<file path="src/rtl/sram_like_arbiter_pkg.sv">
// sram_like_arbiter_pkg: arbiter state encoding and sram-like transfer size codes
package sram_like_arbiter_pkg;
    typedef enum logic [2:0] {IDLE, I_ADDR, D_ADDR, I_DATA, D_DATA} state_t;
    localparam logic [1:0] SIZE_BYTE = 2'b00;
    localparam logic [1:0] SIZE_HALF = 2'b01;
    localparam logic [1:0] SIZE_WORD = 2'b10;
endpackage

</file>
<file path="src/rtl/sram_like_arbiter.sv">
// sram_like_arbiter: 2:1 sram-like arbiter, data priority with bounded data bursts so
// instruction fetch cannot starve; one transaction in flight, handshakes pass through
module sram_like_arbiter
    import sram_like_arbiter_pkg::*;
#(
    parameter int MAX_D_BURST = 4
) (
    input  logic        clk,
    input  logic        resetn,
    input  logic        inst_req,
    input  logic        inst_wr,
    input  logic [1:0]  inst_size,
    input  logic [31:0] inst_addr,
    input  logic [31:0] inst_wdata,
    output logic [31:0] inst_rdata,
    output logic        inst_addr_ok,
    output logic        inst_data_ok,
    input  logic        data_req,
    input  logic        data_wr,
    input  logic [1:0]  data_size,
    input  logic [31:0] data_addr,
    input  logic [31:0] data_wdata,
    output logic [31:0] data_rdata,
    output logic        data_addr_ok,
    output logic        data_data_ok,
    output logic        req,
    output logic        wr,
    output logic [1:0]  size,
    output logic [31:0] addr,
    output logic [31:0] wdata,
    input  logic [31:0] rdata,
    input  logic        addr_ok,
    input  logic        data_ok,
    output logic        busy
);
    localparam int CW = $clog2(MAX_D_BURST + 1);
    localparam logic [CW-1:0] CMAX = CW'(MAX_D_BURST);

    state_t        state, state_nxt;
    logic [CW-1:0] d_cnt;
    logic          gnt_i, gnt_d, in_data, addr_hs, done;

    // grant is only re-evaluated in IDLE; once a phase starts it stays with its owner
    always_comb begin
        gnt_d = state == D_ADDR || state == D_DATA ||
                (state == IDLE && data_req && (!inst_req || d_cnt < CMAX));
        gnt_i = state == I_ADDR || state == I_DATA || (state == IDLE && !gnt_d && inst_req);
    end

    assign in_data      = state == I_DATA || state == D_DATA;
    assign req          = !in_data && (gnt_i ? inst_req : gnt_d && data_req);
    assign wr           = gnt_d ? data_wr : gnt_i && inst_wr;
    assign size         = gnt_d ? data_size : gnt_i ? inst_size : '0;
    assign addr         = gnt_d ? data_addr : gnt_i ? inst_addr : '0;
    assign wdata        = gnt_d ? data_wdata : gnt_i ? inst_wdata : '0;
    assign addr_hs      = req && addr_ok;
    // data_ok only completes a transaction in X_DATA or together with its address handshake
    assign done         = in_data ? data_ok : addr_hs && data_ok;
    assign inst_addr_ok = gnt_i && addr_hs;
    assign data_addr_ok = gnt_d && addr_hs;
    assign inst_data_ok = gnt_i && done;
    assign data_data_ok = gnt_d && done;
    assign inst_rdata   = rdata;
    assign data_rdata   = rdata;
    assign busy         = state != IDLE;

    always_comb begin
        state_nxt = state;
        if (in_data) begin
            if (data_ok) state_nxt = IDLE;
        end else if (addr_hs) begin
            state_nxt = data_ok ? IDLE : (gnt_d ? D_DATA : I_DATA);
        end else if (req) begin
            state_nxt = gnt_d ? D_ADDR : I_ADDR;
        end
    end

    always_ff @(posedge clk or negedge resetn) begin
        if (!resetn) begin
            state <= IDLE;
            d_cnt <= '0;
        end else begin
            state <= state_nxt;
            if (inst_addr_ok || (data_addr_ok && !inst_req)) d_cnt <= '0;
            else if (data_addr_ok && d_cnt != CMAX) d_cnt <= d_cnt + CW'(1);
        end
    end
endmodule
</file>
<file path="config.mk">
export PLATFORM = sky130hd
export DESIGN_NAME = sram_like_arbiter
export DESIGN_NICKNAME = d
export VERILOG_FILES = /design/src/rtl/sram_like_arbiter_pkg.sv /design/src/rtl/sram_like_arbiter.sv
export SDC_FILE = /design/constraint.sdc
export NUM_CORES = 1
export LEC_CHECK = 0
export ABC_CLOCK_PERIOD_IN_PS = 4300
export CORE_AREA = 2 2 121 123
export DETAILED_ROUTE_END_ITERATION = 16
export DIE_AREA = 0 0 123 125
export HOLD_SLACK_MARGIN = 0.02
export SETUP_SLACK_MARGIN = 0.2
export SYNTH_ARGS = -nofsm -noshare
export SYNTH_HDL_FRONTEND = slang
export SYNTH_SLANG_ARGS = --single-unit
</file>
<file path="constraint.sdc">
create_clock -name clk -period 4.3 [get_ports clk]
set_clock_uncertainty 0.05 [all_clocks]
set_input_delay 0.86 -clock clk [delete_from_list [all_inputs] [get_ports clk]]
set_output_delay 0.86 -clock clk [all_outputs]
set_load 0.01 [all_outputs]
</file>
==> impl_metrics.env <==
export IMPL_syn_num_nets=389
export IMPL_syn_to_final_growth_pct=113
export IMPL_grt_setup_unrepaired="false"
export IMPL_status="completed"
export IMPL_hold_buffers=0
export IMPL_ios=309
export IMPL_firstDrtPassIters=4
export IMPL_cts_root_buf="clkbuf_16"
export IMPL_cp_arrival_ns=3.06
export IMPL_required_ns=3.39
export IMPL_synth_seq_cells=6
export IMPL_die_h_um=125
export IMPL_die_area_sq_um=15400
export IMPL_power_leakage_nw=1.35
export IMPL_fin_ws_ns=0.325
export IMPL_avgSynthCellArea_sq_um=7.77
export IMPL_switching_share_pct=41.8
export IMPL_place_congestion=0.833
export IMPL_io_buffers=212
export IMPL_h_tree_depth=1
export IMPL_synthCells=215
export IMPL_std_cell_rows=44
export IMPL_postCtsResizedCells=0
export IMPL_clkSinkCount=6
export IMPL_power_density_nw_per_um2=640
export IMPL_seqPwrFrac_pct=5.9
export IMPL_crit_type="in2out"
export IMPL_cts_setup_buffers=0
export IMPL_wire_per_inst_um=15.4
export IMPL_crit_family="buffers and inverters"
export IMPL_fin_crit_ns=3.97
export IMPL_die_x_um=123
export IMPL_max_stage_delay_ns=0.61
export IMPL_grt_pass1_wl_mm=11.5
export IMPL_vias=2178
export IMPL_fin_crit_sh_pct=92.4
export IMPL_crit_fanout=46
export IMPL_antenna_found_initial=0
export IMPL_path_buf_inv=3
export IMPL_cts_tree="yes"
export IMPL_cts_buffer_depth=2
export IMPL_finalSetupTns_ns=0
export IMPL_drtAntennaViolNets=0
export IMPL_grt_max_degree=50
export IMPL_core_area_sq_um=14200
export IMPL_drv_slew=0
export IMPL_cp_common_cell="clkdlybuf4s50_1"
export IMPL_routed_wirelength_mm=8.25
export IMPL_comb_power_share_pct=87.6
export IMPL_finalHoldViolCount=0
export IMPL_holdWs_ns=0.506
export IMPL_drt_iter0_markers=31
export IMPL_worst_setup_path_start_kind="input pin"
export IMPL_worstPathCellList="clkdlybuf4s50_1, a31oi_1, nor2_4, buf_4, a22o_1, clkdlybuf4s50_1"
export IMPL_gr_total_overflow=0
export IMPL_p_sw_w=0.000954
export IMPL_drc=0
export IMPL_drive_gt1_share_pct=3.69
export IMPL_cts_buffers=3
export IMPL_dpl_hpwl_mm=7.00
export IMPL_power_internal_w=0.00133
export IMPL_preCtsSetupSlack_ns=0.312
export IMPL_setup_violations_final=0
export IMPL_synth_edff_count=0
export IMPL_holdCritPathClass="reg2reg"
export IMPL_start_util_pct=11.8
export IMPL_async_flop_share_pct=100
export IMPL_ys_flop_type="dfrtp_1"
export IMPL_peakVddDrop_mv=0.320
export IMPL_slew_headroom_pct=60.1
export IMPL_antenna_cells=0
export IMPL_grt_pass1_vias=2171
export IMPL_end_kind="output port"
export IMPL_worstMarginPinSlew_ns=0.599
export IMPL_pwr_share_clk_pct=6.6
export IMPL_cts_clk_slew_worst_paths_ns=0.03
export IMPL_syn_area_sq_um=1670
export IMPL_vias_per_cell=4.06
export IMPL_synth_distinct_cells=32
export IMPL_final_nets=528
export IMPL_ys_warnings_count=0
export IMPL_maxCapViolCount=0
export IMPL_insertion_delay_ns=0.23
export IMPL_seq_area_frac_synth_pct=8.99
export IMPL_fmax_mhz=252
export IMPL_track_usage_pct=9.45
export IMPL_critical_path_slowest_cell="clkdlybuf4s50_1"
-- power by group through the flow --
| stage | Combinational, W | Sequential [W] | Clock [W] |
|---|---|---|---|
| after global routing | 0.00215 | 0.000141 | 0.000159 |
| after detailed placement | 0.00201 | 0.000133 | 0 |
| after floorplan | 0.00109 | 0.0000921 | 0 |
| after CTS | 0.00202 | 0.000132 | 0.000153 |
| after global placement | 0.00199 | 0.000132 | 0 |
| final | 0.00200 | 0.000134 | 0.000150 |
-- tightest hold or removal path, stage by stage (launching register included) --
cell	delay, ns
dfrtp_1	0.34
inv_1	0.06
o21ai_1	0.12
-- layout make-up --
type | instances | area [sq um]
Fill cell | 1521 | 10600
Timing Repair Buffer | 216 | 2160
Multi-Input combinational cell | 121 | 921
Tap cell | 184 | 230
Sequential cell | 6 | 150
Clock buffer | 3 | 75.1
Inverter | 6 | 22.5
-- final timing paths --
check                               from  endpoint  slack (ns)  cells after the start
max in group asynchronous         resetn  state[1]        3.17                      1
worst min register to register  d_cnt[1]  d_cnt[1]        0.51                      2
worst min-delay path            d_cnt[1]  d_cnt[1]        0.51                      2
worst max-delay path            inst_req  addr[17]        0.33                      6
min in group asynchronous         resetn  d_cnt[0]        0.82                      1
worst max register to register  state[2]  d_cnt[0]        2.49                      5
-- cells in the mapped netlist (2+ instances only) --
| library cell | number | area, sq um |
|---|---|---|
| nand3_1 | 3 | 15.0 |
| nor3_1 | 2 | 10.0 |
| nand2_1 | 7 | 26.3 |
| inv_1 | 6 | 22.5 |
| a31oi_1 | 3 | 18.8 |
| nand2b_1 | 2 | 12.5 |
| o21ai_1 | 3 | 15.0 |
| nand4_1 | 2 | 12.5 |
| nor2_1 | 4 | 15.0 |
| a22o_1 | 67 | 587 |
| buf_2 | 12 | 60.1 |
| a21oi_2 | 2 | 17.5 |
| dfrtp_1 | 6 | 150 |
| a21oi_1 | 5 | 25.0 |
| buf_4 | 68 | 510 |
| ha_1 | 2 | 25.0 |
| o21ai_0 | 6 | 30.0 |
-- kinds of logic after synthesis --
kind of cell / count (synthesis) / share of synthesized area (%)
AOI/OAI and AO/OA: 93 / 45.2
buffers and inverters: 88 / 36.4
and+or+nand+nor: 26 / 7.87
DFF: 6 / 8.99
adders and majority gates: 2 / 1.50
-- stage by stage --
stage,area (sq um),util [%],std cells,power (W)
floorplan,1670,-,215,0.00118
global placement,3490,24.6,533,0.00212
detailed placement,3490,24.6,533,0.00214
CTS,3560,25.1,536,0.00230
global route,3560,25.1,536,0.00245
finish,3560,25.1,536,0.00228
-- cells in the final DEF (no fill, tap or decap) --
cell and instances:
clkdlybuf4s50_1 212, buf_12 1, nor2_1 3, a31oi_1 3, and3_1 1, o21ai_1 3
clkbuf_16 3, a22o_1 67, ha_1 2, nor2_4 1, o221ai_1 1, nand4b_1 1
inv_1 6, o31ai_1 1, nand4_1 2, o31a_2 1, buf_4 3, o21ai_0 6
a21oi_1 5, nor3_1 2, nand2b_1 2, dfrtp_1 6, nand2_1 7, o21a_1 1
a21boi_2 1, o22ai_1 1, o31ai_2 1, or3_1 1, nor2b_1 1, nor4_1 1
a21oi_2 2, and2_1 1, nand3_1 3
-- sequential cells by signal, indices dropped and copies added (netlist names) --
register	cells
d_cnt	3
state	3
-- routing by layer --
layer	global-route usage [%]	up-vias	wire length, um
li1	-	1019	-
met1	10.4	979	2980
met2	17.7	156	4070
met3	2.46	24	1070
met4	2.41	0	136
met5	0	-	0
Note: power is estimated with default switching activity, not from simulation.
